**src/rtl/moving_avg_pkg.sv**
```systemverilog
// Shared types and default sizing for the moving-average sample path.
package moving_avg_pkg;

   localparam int unsigned SAMPLE_W = 8;
   localparam int unsigned TX_DEPTH = 4;
   localparam int unsigned TX_GAP   = 1;

   typedef enum logic [1:0] {
      IDLE = 2'd0,
      STB  = 2'd1,
      GAP  = 2'd2
   } tx_state_t;

endpackage

```
**src/rtl/sample_fifo.sv**
```systemverilog
// Single-clock FIFO with occupancy count; push is refused when full even if a pop coincides.
module sample_fifo
   import moving_avg_pkg::*;
#(
   parameter int unsigned DATA_W = SAMPLE_W,
   parameter int unsigned DEPTH  = TX_DEPTH
) (
   input  logic                       clk,
   input  logic                       rst,
   input  logic                       push,
   input  logic [DATA_W-1:0]          wr_data,
   input  logic                       pop,
   output logic [DATA_W-1:0]          rd_data,
   output logic [$clog2(DEPTH+1)-1:0] level,
   output logic                       full,
   output logic                       empty
);

   localparam int unsigned PTR_W = $clog2(DEPTH);
   localparam int unsigned LVL_W = $clog2(DEPTH+1);

   logic [DATA_W-1:0] mem [DEPTH];
   logic [PTR_W-1:0]  wr_ptr;
   logic [PTR_W-1:0]  rd_ptr;
   logic              push_en;
   logic              pop_en;

   assign full    = (level == LVL_W'(DEPTH));
   assign empty   = (level == '0);
   assign push_en = push && !full;
   assign pop_en  = pop && !empty;
   assign rd_data = mem[rd_ptr];

   // Storage carries no reset; occupancy and pointers define what is valid.
   always_ff @(posedge clk) begin
      if (push_en) begin
         mem[wr_ptr] <= wr_data;
      end
   end

   always_ff @(posedge clk or posedge rst) begin
      if (rst) begin
         wr_ptr <= '0;
         rd_ptr <= '0;
         level  <= '0;
      end else begin
         if (push_en) begin
            wr_ptr <= wr_ptr + PTR_W'(1);
         end
         if (pop_en) begin
            rd_ptr <= rd_ptr + PTR_W'(1);
         end
         case ({push_en, pop_en})
            2'b10:   level <= level + LVL_W'(1);
            2'b01:   level <= level - LVL_W'(1);
            default: level <= level;
         endcase
      end
   end

endmodule

```
**src/rtl/sample_strobe_tx.sv**
```systemverilog
// Replays buffered samples as single-cycle strobes with a programmable low gap between them.
module sample_strobe_tx #(
   parameter int unsigned DATA_W = moving_avg_pkg::SAMPLE_W,
   parameter int unsigned DEPTH  = moving_avg_pkg::TX_DEPTH,
   parameter int unsigned GAP    = moving_avg_pkg::TX_GAP
) (
   input  logic                       clk,
   input  logic                       rst,
   input  logic                       ena,
   input  logic [DATA_W-1:0]          in_data,
   input  logic                       in_valid,
   output logic                       in_ready,
   output logic [DATA_W-1:0]          stb_data,
   output logic                       stb,
   output logic                       busy,
   output logic [$clog2(DEPTH+1)-1:0] level
);
   import moving_avg_pkg::*;

   localparam int unsigned GAP_W = (GAP > 1) ? $clog2(GAP) : 1;

   tx_state_t         state;
   logic [GAP_W-1:0]  gap_cnt;
   logic [DATA_W-1:0] head;
   logic              full;
   logic              empty;
   logic              launch;

   sample_fifo #(
      .DATA_W (DATA_W),
      .DEPTH  (DEPTH)
   ) u_fifo (
      .clk     (clk),
      .rst     (rst),
      .push    (in_valid),
      .wr_data (in_data),
      .pop     (launch),
      .rd_data (head),
      .level   (level),
      .full    (full),
      .empty   (empty)
   );

   // A new strobe may start from IDLE or at the end of the final gap cycle.
   assign launch = ena && !empty &&
                   ((state == IDLE) ||
                    ((state == moving_avg_pkg::GAP) && (gap_cnt == '0)));

   assign in_ready = !full;
   assign busy     = (state != IDLE) || !empty;

   always_ff @(posedge clk or posedge rst) begin
      if (rst) begin
         state    <= IDLE;
         gap_cnt  <= '0;
         stb      <= 1'b0;
         stb_data <= '0;
      end else begin
         case (state)
            IDLE: begin
               if (launch) begin
                  state    <= STB;
                  stb      <= 1'b1;
                  stb_data <= head;
               end
            end
            STB: begin
               state   <= moving_avg_pkg::GAP;
               stb     <= 1'b0;
               gap_cnt <= GAP_W'(GAP - 1);
            end
            moving_avg_pkg::GAP: begin
               if (gap_cnt != '0) begin
                  gap_cnt <= gap_cnt - GAP_W'(1);
               end else if (launch) begin
                  state    <= STB;
                  stb      <= 1'b1;
                  stb_data <= head;
               end else begin
                  state <= IDLE;
               end
            end
            default: begin
               state <= IDLE;
               stb   <= 1'b0;
            end
         endcase
      end
   end

endmodule

```
**config.mk**
```make
export PLATFORM = sky130hd
export DESIGN_NAME = sample_strobe_tx
export DESIGN_NICKNAME = d
export VERILOG_FILES = /design/src/rtl/moving_avg_pkg.sv /design/src/rtl/sample_fifo.sv /design/src/rtl/sample_strobe_tx.sv
export SDC_FILE = /design/constraint.sdc
export NUM_CORES = 1
export LEC_CHECK = 0
export ABC_AREA = 0
export BUFFER_PORTS_ARGS = -buffer_cell sky130_fd_sc_hd__buf_2
export CAP_MARGIN = 20
export CORE_MARGIN = 5
export CORE_UTILIZATION = 34
export DETAILED_ROUTE_END_ITERATION = 8
export PLACE_DENSITY_LB_ADDON = 0.05
export SYNTH_ARGS = -nofsm -noshare
export SYNTH_HDL_FRONTEND = slang
export SYNTH_SLANG_ARGS = --single-unit
```
**constraint.sdc**
```tcl
create_clock -name clk -period 2.1 [get_ports clk]
set_clock_uncertainty 0.2 [all_clocks]
set_input_delay 0.42 -clock clk [delete_from_list [all_inputs] [get_ports clk]]
set_output_delay 0.42 -clock clk [all_outputs]
set_load 0.05 [all_outputs]
```
==> impl_metrics.tcl <==
set metrics [dict create \
    min_period_ns 2.08 \
    syn_area_per_cell_um2 19.4 \
    grt_usage_pct 11.1 \
    dp.cells 213 \
    power.total_w 0.00391 \
    routabilityCongestion 0.737 \
    drt_pass1_iterations 4 \
    antenna_found_initial 0 \
    power_density_nw_per_um2 1560 \
    ir_drop_v 0.000596 \
    routed_wl_mm 3.87 \
    tightest_slew_ns 0.470 \
    vias 1027 \
    io_buffer_count 25 \
    crit_fanout 3 \
    rows 28 \
    rsz0062_at_grt "true" \
    crit_path_end_kind "register" \
    fp.dieW_um 87.7 \
    synth_cells 106 \
    syn_area_um2 2050 \
    finalSetupViolations 0 \
    ioPinCount 26 \
    fin_ws_ns 0.0187 \
    fin_hold_ws_ns 0.119 \
    clock-sinks 50 \
    fin_util_pct 42.5 \
    max_slew_margin_pct 68.7 \
    path_class "register to register" \
    fin_nets 167 \
    grt_pass1_vias 1162 \
    final_hold_viol_count 0 \
    fin_cells 225 \
    final_common_cell "edfxtp_1" \
    die_h_um 87.7 \
    syn_to_final_growth_pct 21.7 \
    synthesis.nets 124 \
    dieArea_um2 7700 \
    drt-initial-drc-count 32 \
    required_ns 2.11 \
    core_area_um2 5890 \
    synth_cell_types 23 \
    cts_buffer_depth 2 \
    n_antenna_cell 0 \
    drtAntennaViolNets 0 \
    yosysSeqAreaShare_pct 68.7 \
    wl_per_cell_um 17.2 \
    grt_pass1_wl_mm 6.18 \
    synth-seq-cells 50 \
    cts_root_buffer "clkbuf_8" \
    drive_above_1_share_pct 52.0 \
    cts_buffers 5 \
    cp.arrival_ns 2.09 \
    fmax_mhz 480 \
    maxCapViolations 0 \
    initial_utilization_pct 34.9 \
    leakagePower_nw 1.01 \
    worst_skew_pair.late_latency_ns 0.31 \
    viasPerCell 4.56 \
    drv_slew 0 \
    ys_warn_count 0 \
    overflow 0 \
    mostFrequentLayoutCells "edfxtp_1 (32), buf_2 (24), dfrtp_1 (15)" \
    cts_tree "yes" \
    hp-class "primary input to register" \
    htree_num_levels 2 \
    clk_pin_slew_worst_paths_ns 0.11 \
    nFillCells 556 \
    cp-start-kind "register" \
    drc 0 \
    hpwl_mm 2.60 \
    grt_max_degree 19 \
    place_ws_ns -0.00550 \
    status "finished, final reports clean" \
    fin_crit_sh_pct 99.1 \
]
## where the power goes
| group | leakage, nW | switching [W] | total, W | internal, W |
|---|---|---|---|---|
| registers | 0.503 | 0.000182 | 0.00155 | 0.00137 |
| clock network | 0.0502 | 0.000352 | 0.000600 | 0.000247 |
| logic | 0.457 | 0.00100 | 0.00176 | 0.000756 |
| total | 1.01 | 0.00153 | 0.00391 | 0.00237 |
## area by class of cell
class | instances | area, um2 | area share (%)
flip-flops and latches | 50 | 1420 | 56.6
clock inverters | 3 | 28.8 | 1.15
clock buffers | 5 | 68.8 | 2.75
multi-input cells | 46 | 612 | 24.5
inverters | 7 | 26.3 | 1.05
repair buffers | 39 | 255 | 10.2
well taps | 75 | 93.8 | 3.75
## cells in the mapped netlist
cell type / count / area, um2
edfxtp_1: 32 / 961
dfrtp_1: 18 / 450
mux2_4: 9 / 135
mux4_2: 8 / 180
inv_1: 7 / 26.3
ha_1: 5 / 62.6
and3_2: 4 / 30.0
xor2_1: 4 / 35.0
nor2_1: 3 / 11.3
buf_6: 2 / 22.5
xnor2_1: 2 / 17.5
a21oi_1: 1 / 5.00
clkbuf_1: 1 / 3.75
fa_1: 1 / 20.0
mux2i_1: 1 / 10.0
nand2_1: 1 / 3.75
nand2_4: 1 / 11.3
nor2_8: 1 / 20.0
nor2b_1: 1 / 6.26
nor3_1: 1 / 5.00
nor3b_1: 1 / 7.51
o31ai_4: 1 / 21.3
or3b_1: 1 / 8.76
## timing repair
item | CTS | global route
gates resized for setup | 3 | 2
setup buffers | 0 | 3
hold endpoints to repair | 6 | 0
pin swaps | 1 | 6
setup endpoints to repair | 3 | 3
hold buffers | 1 | 0
gates cloned | 0 | 0
## state kept, by name (all words and copies together), names as in the netlist
register and count:
u_fifo.wr_ptr 2, u_fifo.level 3, stb_data 8, u_fifo.rd_ptr 2
state 2, stb 1, u_fifo.mem 32
## layer usage
metal / vias up / part of all wire [%] / track usage (%)
met2: 17 / 51 / 18.6
li1: 476 / - / -
met4: 0 / 0.70 / 3.07
met3: 2 / 3.3 / 3.29
met5: - / 0 / 0
met1: 532 / 45 / 14.0
## critical path, cell delays in order, from the launching register on
cell and delay, ns:
dfrtp_2 0.44, buf_6 0.13, o31ai_4 0.35, nor2_8 0.05, ha_4 0.16, inv_2 0.05
fa_2 0.42, mux2i_2 0.19
## stage by stage
| stage | setup TNS [ns] | area, um2 |
|---|---|---|
| after floorplan | -0.398 | 2070 |
| after global placement | 0 | 2350 |
| after detailed placement | -0.00550 | 2350 |
| after CTS | 0 | 2470 |
| after global routing | -0.117 | 2500 |
| final | 0 | 2500 |
## cell families (layout without fill, tap and decap cells)
family / Yosys count / count (layout) / synth area share (%)
simple gates: 14 / 14 / 5.05
fa+ha+maj: 6 / 6 / 4.02
xor+xnor: 6 / 6 / 2.56
flops: 50 / 50 / 68.7
compound gates: 2 / 2 / 1.28
buf+inv: 10 / 54 / 2.56
mux: 18 / 18 / 15.8
## path summary, 6_finish.rpt
path,startpoint,to,slack [ns],cells past startpoint
min reg2reg,state[1]$_DFFE_PP0P_,state[1]$_DFFE_PP0P_,0.24,1
max,u_fifo.level[2]$_DFFE_PP0P_,u_fifo.level[1]$_DFFE_PP0P_,0.02,7
max reg2reg,u_fifo.level[2]$_DFFE_PP0P_,u_fifo.level[1]$_DFFE_PP0P_,0.02,7
min,in_data[1],u_fifo.mem[0][1]$_DFFE_PP_,0.12,1
max in group asynchronous,rst,u_fifo.level[0]$_DFFE_PP0P_,0.85,4
min in group asynchronous,rst,stb_data[1]$_DFFE_PP0P_,0.42,3
Power figures use the tool's default switching activity.
